==> src/rtl/gpio_in_pkg.sv <==
// Shared register addresses, bus request bundle and popcount helper for gpio_in_capture.
package gpio_in_pkg;

  localparam int DATA_W = 32;

  localparam logic [2:0] ADDR_LEVEL = 3'd0;
  localparam logic [2:0] ADDR_RISE  = 3'd1;
  localparam logic [2:0] ADDR_FALL  = 3'd2;
  localparam logic [2:0] ADDR_MASK  = 3'd3;
  localparam logic [2:0] ADDR_EVCNT = 3'd4;

  typedef struct packed {
    logic              rd;
    logic              wr;
    logic [2:0]        addr;
    logic [DATA_W-1:0] dat;
  } bus_req_t;

  function automatic logic [5:0] popcount32(input logic [31:0] v);
    logic [5:0] c;
    c = '0;
    for (int i = 0; i < 32; i++) begin
      c = c + {5'd0, v[i]};
    end
    return c;
  endfunction

endpackage

==> src/rtl/gpio_debounce_bit.sv <==
// Purpose: 2-flop synchronizer plus debounce counter and stable-level flop for one input bit.
// Latency: raw edge reaches level after DEBOUNCE_CYCLES+2 cycles; shorter glitches are dropped.
// Backpressure: none, free-running.
module gpio_debounce_bit #(
  parameter  int DEBOUNCE_CYCLES = 100000,
  localparam int CNT_W           = $clog2(DEBOUNCE_CYCLES)
) (
  input  logic clk,
  input  logic reset,
  input  logic raw,
  output logic level
);

  localparam logic [CNT_W-1:0] CNT_MAX = CNT_W'(DEBOUNCE_CYCLES - 1);

  logic [1:0]       sync_q;
  logic [CNT_W-1:0] cnt_q;

  always_ff @(posedge clk or negedge reset) begin
    if (!reset) begin
      sync_q <= '0;
      cnt_q  <= '0;
      level  <= 1'b0;
    end else begin
      sync_q <= {sync_q[0], raw};
      if (sync_q[1] == level) begin
        cnt_q <= '0;
      end else if (cnt_q == CNT_MAX) begin
        level <= sync_q[1];
        cnt_q <= '0;
      end else begin
        cnt_q <= cnt_q + CNT_W'(1);
      end
    end
  end

endmodule

==> src/rtl/gpio_in_capture.sv <==
// Purpose: debounced GPIO inputs with edge events, irq mask and optional EVCNT (GPIO_IN_EVCNT_EN).
// Latency: register reads return one cycle after rd_en; irq follows events/clears/mask by one cycle.
// Backpressure: none; rd_valid is a single-cycle pulse the core must take.
module gpio_in_capture
  import gpio_in_pkg::*;
#(
  parameter int N_IN            = 8,
  parameter int DEBOUNCE_CYCLES = 100000
) (
  input  logic              clk,
  input  logic              reset,
  input  logic [N_IN-1:0]   raw_in,
  input  logic              rd_en,
  input  logic              wr_en,
  input  logic [2:0]        addr,
  input  logic [DATA_W-1:0] wr_data,
  output logic [DATA_W-1:0] rd_data,
  output logic              rd_valid,
  output logic              irq
);

  bus_req_t          req;
  logic [N_IN-1:0]   level;
  logic [N_IN-1:0]   level_q;
  logic [N_IN-1:0]   rise_ev;
  logic [N_IN-1:0]   fall_ev;
  logic [N_IN-1:0]   rise_q;
  logic [N_IN-1:0]   fall_q;
  logic [N_IN-1:0]   mask_q;
  logic [DATA_W-1:0] rd_mux;
  logic              rd_rise;
  logic              rd_fall;
  logic              wr_mask;
  logic              unused_wr_dat;

  assign req = '{rd: rd_en, wr: wr_en, addr: addr, dat: wr_data};
  assign unused_wr_dat = ^req.dat;

  for (genvar i = 0; i < N_IN; i++) begin : g_bit
    gpio_debounce_bit #(
      .DEBOUNCE_CYCLES(DEBOUNCE_CYCLES)
    ) u_db (
      .clk  (clk),
      .reset(reset),
      .raw  (raw_in[i]),
      .level(level[i])
    );
  end

  assign rise_ev = level & ~level_q;
  assign fall_ev = ~level & level_q;
  assign rd_rise = req.rd && (req.addr == ADDR_RISE);
  assign rd_fall = req.rd && (req.addr == ADDR_FALL);
  assign wr_mask = req.wr && (req.addr == ADDR_MASK);

`ifdef GPIO_IN_EVCNT_EN
  logic [DATA_W-1:0] evcnt_q;
  logic [31:0]       ev_chg;
  logic [5:0]        ev_inc;
  logic [32:0]       ev_sum;
  logic              rd_evcnt;

  always_comb begin
    ev_chg = '0;
    ev_chg[N_IN-1:0] = rise_ev | fall_ev;
  end

  assign ev_inc   = popcount32(ev_chg);
  assign ev_sum   = {1'b0, evcnt_q} + {27'd0, ev_inc};
  assign rd_evcnt = req.rd && (req.addr == ADDR_EVCNT);

  // The clearing read still keeps this cycle's increment so no change is lost.
  always_ff @(posedge clk or negedge reset) begin
    if (!reset) begin
      evcnt_q <= '0;
    end else if (rd_evcnt) begin
      evcnt_q <= {26'd0, ev_inc};
    end else begin
      evcnt_q <= ev_sum[32] ? '1 : ev_sum[31:0];
    end
  end
`endif

  always_comb begin
    rd_mux = '0;
    case (req.addr)
      ADDR_LEVEL: rd_mux[N_IN-1:0] = level;
      ADDR_RISE:  rd_mux[N_IN-1:0] = rise_q;
      ADDR_FALL:  rd_mux[N_IN-1:0] = fall_q;
      ADDR_MASK:  rd_mux[N_IN-1:0] = mask_q;
`ifdef GPIO_IN_EVCNT_EN
      ADDR_EVCNT: rd_mux = evcnt_q;
`endif
      default: ;
    endcase
  end

  // A read returns every pending bit, so clearing leaves only events landing this cycle.
  always_ff @(posedge clk or negedge reset) begin
    if (!reset) begin
      level_q  <= '0;
      rise_q   <= '0;
      fall_q   <= '0;
      mask_q   <= '0;
      irq      <= 1'b0;
      rd_valid <= 1'b0;
      rd_data  <= '0;
    end else begin
      level_q  <= level;
      rise_q   <= rd_rise ? rise_ev : (rise_q | rise_ev);
      fall_q   <= rd_fall ? fall_ev : (fall_q | fall_ev);
      irq      <= |((rise_q | fall_q) & mask_q);
      rd_valid <= req.rd;
      if (wr_mask) begin
        mask_q <= req.dat[N_IN-1:0];
      end
      if (req.rd) begin
        rd_data <= rd_mux;
      end
    end
  end

endmodule
==> config.mk <==
export PLATFORM = sky130hd
export DESIGN_NAME = gpio_in_capture
export DESIGN_NICKNAME = d
export VERILOG_FILES = /design/src/rtl/gpio_in_pkg.sv /design/src/rtl/gpio_debounce_bit.sv /design/src/rtl/gpio_in_capture.sv
export SDC_FILE = /design/constraint.sdc
export NUM_CORES = 1
export LEC_CHECK = 0
export BUFFER_PORTS_ARGS = -buffer_cell sky130_fd_sc_hd__buf_2
export CORE_MARGIN = 2
export CORE_UTILIZATION = 23
export DETAILED_ROUTE_END_ITERATION = 12
export PLACE_DENSITY = 0.43
export SYNTH_ARGS = -nofsm -noshare
export SYNTH_HDL_FRONTEND = slang
export SYNTH_HIERARCHICAL = 1
export SYNTH_SLANG_ARGS = --single-unit
==> constraint.sdc <==
create_clock -name clk -period 4.3 [get_ports clk]
set_input_delay 1.075 -clock clk [delete_from_list [all_inputs] [get_ports clk]]
set_output_delay 1.075 -clock clk [all_outputs]
set_load 0.01 [all_outputs]
# Word-level counts from Yosys, hierarchy flattened
# Cells that the tools add are included.
# totals
regBits	202
inputBits	47
out_inout_bits	34
# classes
n_addsub	8
n_eq_ne	19
muxes	19
bitwise_logic	16
reduce_logical	13
# op_table
op	n
17-bit 2-to-1 mux	16
17-bit by 1-bit adder with 17-bit output, second input constant	8
17-bit == test, second input constant	8
8-bit case mux with 4 select lines	1
8-bit bitwise AND	3
8-bit OR	3
8-bit 2-to-1 mux	2
8-bit NOT	2
2-bit AND reduction	8
1-bit == test	8
1-bit NOT	8
8-bit OR reduction	1
3-bit by 2-bit == test with 1-bit output, second input constant	2
3-bit by 1-bit == test with 1-bit output, second input constant	1
1-bit logical AND	3
3-bit zero test	1

# Depth between registers and ports, before layout
# Gate-level depths: netlist of the first run.
# logic_depth
word_depth	4
ltp_mapped	5
mapped_depth_nobuf	5

# Modules after synthesis
# The synthesis of the first run kept the hierarchy.
# modules_own_cells
module	n_inst	cells_each	area_per_inst_um2	seq_area_each_um2
gpio_debounce_bit	8	89	937.1	500.5
gpio_in_capture	1	160	1946.9	1051.0

# Least setup slack after synthesis of the first run
# Ideal clock, no wire load.
# synth_path
path_type	input to register
from	input port addr[1]
to	register rd_data[2]
setup_ns	0.137
t_arrival_ns	1.806
required_ns	4.163
path_slack_ns	2.357
path_stages	4
path_buffers	1
path_cell_list	buf_6 > mux4_2 > inv_1 > o22ai_1
# synth_via
elab_chain_len	2
elab_cells_between_ends	5
# synth_rtl
element	line_no	source
start: declaration	gpio_in_capture.sv:15	input logic [2:0] addr,
3-bit by 2-bit == test with 1-bit output (tied with other cells)	gpio_in_capture.sv:86	case (req.addr)
8-bit case mux with 4 select lines (*)	gpio_in_capture.sv:86	
end signal: assignment	gpio_in_capture.sv:118	rd_data <= rd_mux;
end: declaration	gpio_in_capture.sv:17	output logic [DATA_W-1:0] rd_data,
# Mark *: on every way between the ends. The rest lies on a longest branch, timed or not.
# A chain may end at the register's enable or synchronous reset.

# Final worst setup path of the first run
# layout_path
from	register rd_data[1]
to	output port rd_data[1]
# No word-level cell between the ends.

==> results.sh, run 1 <==
export IMPL_synthMuxAreaShare_pct=3.82
export IMPL_ys_types=32
export IMPL_power_net_switching_mw=0.990
export IMPL_worst_pin_slew_ns=0.533
export IMPL_tritoncts="yes"
export IMPL_synth_simple_area_share_pct=21.1
export IMPL_drv_cap=0
export IMPL_start_kind="register"
export IMPL_slew_limit_headroom_pct=64.5
export IMPL_portBuffers=32
export IMPL_rsz0062_at_grt="false"
export IMPL_finalSetupViolCount=0
export IMPL_path_clk_slew_ns=0.06
export IMPL_cts_root_buffer="clkbuf_16"
export IMPL_intPower_mw=3.24
export IMPL_regArea_um2=5050
export IMPL_synth_top_cell_by_area="dfrtp_1"
export IMPL_ctsHoldBuffers=0
export IMPL_fmax_mhz=454
export IMPL_whs_ns=0.346
export IMPL_antenna_found_initial=1
export IMPL_regToRegEndpoint="g_bit[3].u_db/cnt_q[9]"
export IMPL_cts_buffers=24
export IMPL_syn_inst=872
export IMPL_finalCritPeriodShare_pct=51.3
export IMPL_drtIter0Drc=309
export IMPL_overflow=0
export IMPL_clkPwrFrac_pct=47.7
export IMPL_ys_seq_area_share_pct=53.5
export IMPL_synthTopCellsByArea="dfrtp_1 54%, xnor2_1 8.9%, nor2_1 5.7%"
export IMPL_power_switching_share_pct=23.4
export IMPL_critPathMaxFanout=2
export IMPL_die_area_um2=42700
export IMPL_clk_latency_ns=0.53
export IMPL_nFillCells=4254
export IMPL_regToRegStartpoint="g_bit[3].u_db/cnt_q[13]"
export IMPL_cpMaxStageDelayCell="dfrtp_1"
export IMPL_globalplace_congestion=0.710
export IMPL_crit_type="reg -> out"
export IMPL_area_growth_pct=15.0
export IMPL_cp_top_family="flip-flops"
export IMPL_wire_per_inst_um=13.2
export IMPL_power_density_nw_per_um2=389
export IMPL_status="complete, no violations"
export IMPL_setup_ws_ns=2.10
export IMPL_slew_viol_final=0
export IMPL_multiInputGateArea_um2=3960
export IMPL_holdPathStages=0
export IMPL_path_buf_inv=1
export IMPL_firstDrtPassIters=4
export IMPL_grtUsageTotal_pct=9.51
export IMPL_r2r_cells=4
export IMPL_max_stage_delay_ns=0.43
export IMPL_synth_adder_area_share_pct=1.06
export IMPL_cts_setup_buffers=0
export IMPL_pre_cts_slack_ns=2.08
export IMPL_cp_data_required_time_ns=3.22
export IMPL_synthXorXnorAreaFrac_pct=11.9
export IMPL_finalHoldViolCount=0
export IMPL_setup_tns_ns=0
export IMPL_vias_per_cell=4.25
export IMPL_ios=81
export IMPL_synth_top_area_share_pct=53.5
export IMPL_vias=6237
export IMPL_post_route_drc_count=0
export IMPL_p_comb_share_pct=4.8
export IMPL_grt_pass1_vias=6282
export IMPL_final_nets=973
export IMPL_rows=74
export IMPL_irDropWorstVdd_uv=226
export IMPL_die_height_um=207
export IMPL_final_cells=1468
export IMPL_clock_skew_ns=0.0181
export IMPL_rrSetupSlack_ns=2.34
export IMPL_grt_start_max_net_pins=98
export IMPL_cp_arrival_ns=1.13
export IMPL_dp_cells=1424
export IMPL_cts_max_path_buffers=3
export IMPL_cts_sinks=202
export IMPL_worstSetupEndpointType="primary output"
export IMPL_hold_end="g_bit[2].u_db/sync_q[1]"
export IMPL_die_w_um=207
export IMPL_initial_core_util_pct=23.2
export IMPL_cts_resized_gates=0
export IMPL_leakage_nw=4.35
export IMPL_synth_compound_area_share_pct=3.07
export IMPL_pwr_share_seq_pct=47.4
export IMPL_drive_gt1_share_pct=12.7
export IMPL_grt_pass1_wl_mm=32.9
export IMPL_hold_path_class="reg -> reg"
export IMPL_path_cells="buf_2"
export IMPL_syn_area_per_cell_um2=10.8
export IMPL_synth_seq_cells=202
export IMPL_synth_top_family_by_area="simple AND/OR/NAND/NOR gates"
export IMPL_drt_total_wl_mm=19.3
export IMPL_drtAntennaViolNets=0
export IMPL_ys_warn_count=6
export IMPL_syn_area_um2=9440
export IMPL_core_um2=40600
export IMPL_min_from="g_bit[2].u_db/sync_q[0]"
export IMPL_fin_crit_ns=2.20
export IMPL_hpwlAfterDp_mm=12.8
export IMPL_cts_max_level=1
power groups by stage:
| stage | registers [mW] | logic (mW) | clock network (mW) |
|---|---|---|---|
| 2_1_floorplan | 2.03 | 0.144 | 0 |
| 3_3_place_gp | 2.04 | 0.212 | 0 |
| 3_5_place_dp | 2.04 | 0.213 | 0 |
| 4_1_cts | 2.01 | 0.213 | 2.11 |
| 5_1_grt | 2.01 | 0.239 | 2.18 |
| 6_report | 2.01 | 0.204 | 2.02 |
per-layer routing:
metal | up-vias | wire (µm) | GRT usage (%)
met4 | 0 | 450 | 2.78
met3 | 26 | 837 | 2.07
li1 | 3080 | - | -
met1 | 3044 | 9490 | 13.4
met5 | - | 0 | 0
met2 | 87 | 8550 | 14.6
sequential cells by signal, indices dropped and copies added (netlist names):
signal             count
fall_q                 8
g_bit.u_db/cnt_q     136
g_bit.u_db/level       8
g_bit.u_db/sync_q     16
irq                    1
level_q                8
mask_q                 8
rd_data                8
rd_valid               1
rise_q                 8
worst max-delay path by stage:
stage | slack (ns) | startpoint | depth (start not counted) | end
2_1_floorplan | 2.36 | addr[1] | 4 | rd_data[2]
3_3_place_gp | 2.08 | addr[0] | 4 | rd_data[0]
3_5_place_dp | 2.08 | addr[0] | 4 | rd_data[7]
4_1_cts | 2.06 | rd_data[1] | 1 | rd_data[1]
5_1_grt | 2.05 | rd_data[1] | 1 | rd_data[1]
6_report | 2.10 | rd_data[1] | 1 | rd_data[1]
per-stage QoR:
step / instance area [µm²] / total power, mW / utilization (%)
2_1_floorplan: 9530 / 2.17 / -
3_3_place_gp: 10100 / 2.25 / 24.8
3_5_place_dp: 10100 / 2.25 / 24.8
4_1_cts: 10900 / 4.33 / 26.7
5_1_grt: 10900 / 4.43 / 26.7
6_report: 10900 / 4.23 / 26.7
layout by cell type, fill, tap and decap left out, drive strengths merged, types with 16 or more instances in the layout:
cell type	n
nor4	48
clkbuf	34
xor2	32
dfrtp	202
mux2	16
nor2	144
inv	49
nor3	32
conb	24
nand4	50
o21ai	16
buf	35
nand3	40
xnor2	96
nand2	40
synthesized netlist by cell type:
master     instances
dfrtp_1          202
nor2_1           144
xnor2_1           96
nand4_1           50
inv_1             48
nand2_1           40
nand3_1           40
nor4_1            40
nor3_1            32
xor2_1            32
buf_4             24
mux2_2            16
o21ai_0           16
a22o_1             8
a41o_2             8
and4_1             8
buf_8              8
ha_1               8
mux4_2             8
nor3b_1            8
nor4_2             8
o22ai_1            8
or4b_1             8
buf_2              2
buf_6              2
nand4bb_2          2
buf_1              1
clkbuf_1           1
conb_1             1
nand2b_1           1
nand4b_4           1
or2_2              1
logic make-up after synthesis:
family          Yosys count
simple gates            383
flops                   202
mux                      24
other cells               1
compound gates           40
buf+inv                  86
xor+xnor                128
fa+ha+maj                 8
layout make-up:
| class | instances | share of cell area [%] |
|---|---|---|
| Antenna cell | 1 | 0.0230 |
| Clock buffer | 34 | 6.52 |
| Clock inverter | 9 | 0.818 |
| Inverter | 48 | 1.66 |
| Multi-Input combinational cell | 607 | 36.4 |
| Sequential cell | 202 | 46.5 |
| Tap cell | 532 | 6.13 |
| Timing Repair Buffer | 35 | 1.89 |
Power figures use the tool's default switching activity.
==> run 2: changes to the inputs <==
--- a/config.mk
+++ b/config.mk
@@ -5,6 +5,7 @@
 export SDC_FILE = /design/constraint.sdc
 export NUM_CORES = 1
 export LEC_CHECK = 0
+export ABC_AREA = 1
 export BUFFER_PORTS_ARGS = -buffer_cell sky130_fd_sc_hd__buf_2
 export CORE_MARGIN = 2
 export CORE_UTILIZATION = 23
==> constraint.sdc (replaced) <==
create_clock -name clk -period 2.12 [get_ports clk]
set_input_delay 0.53 -clock clk [delete_from_list [all_inputs] [get_ports clk]]
set_output_delay 0.53 -clock clk [all_outputs]
set_load 0.01 [all_outputs]
==> run 2 against run 1 <==
The run now ends with design-rule violations left; synthesized cell count grew 57%; core utilization rose by 0.31 points; largest cell class unchanged; wire length up 31%; count of clock-buffer cells in the layout rose by 4; sequential share of layout area fell by 6.5 points; via count grew 36%; global-route usage up 1.1 points; first-iteration DRC count is 49% higher.
==> results.sh, run 2 <==
export IMPL_globalplace_congestion=0.802
export IMPL_critPathMaxFanout=2
export IMPL_drt_total_wl_mm=25.4
export IMPL_rrSetupSlack_ns=0.68
export IMPL_mostFrequentLayoutCells="277 x nand2_1, 233 x nor2_1, 202 x dfrtp_1"
export IMPL_area_growth_pct=15.8
export IMPL_whs_ns=0.0845
export IMPL_async_flop_share_pct=100
export IMPL_die_w_um=222
export IMPL_clkPwrFrac_pct=50.1
export IMPL_path_buf_inv=1
export IMPL_initial_core_util_pct=23.3
export IMPL_r2r_cells=8
export IMPL_postPlaceCellArea_um2=11700
export IMPL_drtIter0Drc=460
export IMPL_start_kind="register"
export IMPL_finalSetupViolCount=0
export IMPL_cts_max_path_buffers=3
export IMPL_hold_path_class="in -> reg"
export IMPL_final_cell_area_um2=12600
export IMPL_syn_area_per_cell_um2=7.95
export IMPL_core_um2=46700
export IMPL_cp_data_required_time_ns=1.59
export IMPL_drv_cap=0
export IMPL_layout_commonest_cell="nand2_1"
export IMPL_cts_sinks=202
export IMPL_firstDrtPassIters=9
export IMPL_max_stage_delay_ns=0.44
export IMPL_slew_limit_headroom_pct=56.8
export IMPL_rows=79
export IMPL_cts_max_level=1
export IMPL_finalCritPeriodShare_pct=79.1
export IMPL_intPower_mw=6.92
export IMPL_power_density_nw_per_um2=719
export IMPL_synth_top_cell_by_area="dfrtp_1"
export IMPL_power_net_switching_mw=2.14
export IMPL_worst_pin_slew_ns=0.647
export IMPL_grt_start_max_net_pins=60
export IMPL_synth_edff_count=0
export IMPL_path_clk_slew_ns=0.06
export IMPL_drive_gt1_share_pct=18.2
export IMPL_nFillCells=5089
export IMPL_largest_reg_flops=136
export IMPL_clock_skew_ns=0.0242
export IMPL_ys_types=29
export IMPL_fmax_mhz=597
export IMPL_power_switching_share_pct=23.6
export IMPL_synthMostInstantiatedCell="nand2_1"
export IMPL_post_route_drc_count=10
export IMPL_worstSetupEndpointType="primary output"
export IMPL_cp_top_family="flip-flops"
export IMPL_leakage_nw=5.45
export IMPL_ctsHoldBuffers=1
export IMPL_crit_type="reg -> out"
export IMPL_regToRegStartpoint="g_bit[4].u_db/cnt_q[0]"
export IMPL_final_nets=1480
export IMPL_cts_root_buffer="clkbuf_16"
export IMPL_synthTopCellsByCount="277 x nand2_1, 233 x nor2_1, 202 x dfrtp_1, 130 x inv_1, 97 x nand3_1"
export IMPL_holdPathStages=1
export IMPL_tritoncts="yes"
export IMPL_syn_area_um2=10900
export IMPL_pre_cts_slack_ns=0.315
export IMPL_antenna_found_initial=3
export IMPL_crit_cells=1
export IMPL_drtAntennaViolNets=0
export IMPL_rsz0062_at_grt="false"
export IMPL_ios=81
export IMPL_slew_viol_final=0
export IMPL_portBuffers=32
export IMPL_path_cells="buf_2"
export IMPL_cpMaxStageDelayCell="dfrtp_1"
export IMPL_p_comb_share_pct=4.9
export IMPL_grt_pass1_vias=8435
export IMPL_regToRegEndpoint="g_bit[4].u_db/cnt_q[10]"
export IMPL_vias=8488
export IMPL_synth_seq_cells=202
export IMPL_grtUsageTotal_pct=10.6
export IMPL_min_from="raw_in[4]"
export IMPL_fin_crit_ns=1.68
export IMPL_ys_warn_count=6
export IMPL_hpwlAfterDp_mm=18.3
export IMPL_cts_setup_buffers=0
export IMPL_hold_end="g_bit[4].u_db/sync_q[0]"
export IMPL_die_area_um2=49100
export IMPL_irDropWorstVdd_uv=478
export IMPL_cp_arrival_ns=1.15
export IMPL_setup_tns_ns=0
export IMPL_synthTopCellsByArea="dfrtp_1 46%, nand2_1 9.5%, nor2_1 8.0%"
export IMPL_wire_per_inst_um=12.4
export IMPL_violations="design-rule violations"
export IMPL_overflow=0
export IMPL_top_register="g_bit.u_db/cnt_q"
export IMPL_finalHoldViolCount=0
export IMPL_grt_pass1_wl_mm=43.6
export IMPL_clk_latency_ns=0.55
export IMPL_die_height_um=222
export IMPL_status="finished with violations"
export IMPL_pwr_share_seq_pct=45.0
export IMPL_ys_seq_area_share_pct=46.4
export IMPL_finalPower_mw=9.06
export IMPL_syn_inst=1369
export IMPL_ys_flop_type="dfrtp_1"
export IMPL_reg_largest_list="g_bit.u_db/cnt_q (136), g_bit.u_db/sync_q (16)"
export IMPL_synth_top_area_share_pct=46.4
export IMPL_vias_per_cell=4.14
export IMPL_cts_buffers=26
export IMPL_setup_ws_ns=0.444
export IMPL_cts_resized_gates=0
[run 2: cell count changes after synthesis, moves of 24 or more]
cell,previous run,this run
nor2_1,144,233
o21ai_1,0,24
nand3_1,40,97
inv_1,48,130
nor2_2,0,39
nor2_4,0,24
nand2_2,0,63
xnor2_1,96,8
inv_2,0,32
nor4_1,40,0
nand2_1,40,277
o21ai_0,16,44
[run 2: worst max-delay path by stage]
stage	slack, ns	from	end
after global placement	0.33	addr[1]	rise_q[3]
final	0.44	rd_data[4]	rd_data[4]
after global routing	0.42	rd_data[0]	rd_data[0]
after detailed placement	0.31	addr[1]	rise_q[2]
after floorplan	0.81	addr[1]	rise_q[0]
after CTS	0.40	rd_data[0]	rd_data[0]
[run 2: area by class of cell]
class | instances | area [µm²] | share of cell area (%)
Antenna cell | 1 | 2.50 | 0.0198
Sequential cell | 202 | 5050 | 40.1
Clock buffer | 38 | 756 | 5.99
Inverter | 163 | 614 | 4.87
Multi-Input combinational cell | 993 | 5050 | 40.0
Clock inverter | 7 | 124 | 0.982
Timing Repair Buffer | 39 | 250 | 1.98
Tap cell | 607 | 759 | 6.02
[run 2: power by group through the flow]
stage	Clock, mW	Combinational (mW)	Sequential [mW]
final	4.54	0.446	4.07
after global routing	4.89	0.522	4.09
after CTS	4.74	0.464	4.08
after detailed placement	0	0.460	4.15
after global placement	0	0.457	4.14
after floorplan	0	0.274	4.12
[run 2: cell families (layout without fill, tap and decap cells)]
family	after synthesis	count (layout)	share of synthesized area, %
AND/OR/NAND/NOR	833	833	36.8
XOR/XNOR	32	32	3.13
AO/OA/AOI/OAI	96	96	4.69
other	1	25	0.0344
buffers and inverters	197	247	7.99
flip-flops	202	202	46.4
adder cells (fa/ha/maj)	8	8	0.919
[run 2: layer usage]
layer	up-vias	GRT usage [%]	share of wire [%]
li1	4412	-	-
met1	3937	15.1	50
met2	95	16.5	43
met3	40	2.39	4.1
met4	4	2.46	2.0
met5	-	0	0.12
[run 2: metrics by stage]
stage,util (%),std cells
after detailed placement,25.1,2003
after CTS,27.0,2049
after global placement,25.1,2003
after floorplan,-,1392
after global routing,27.0,2049
final,27.0,2050
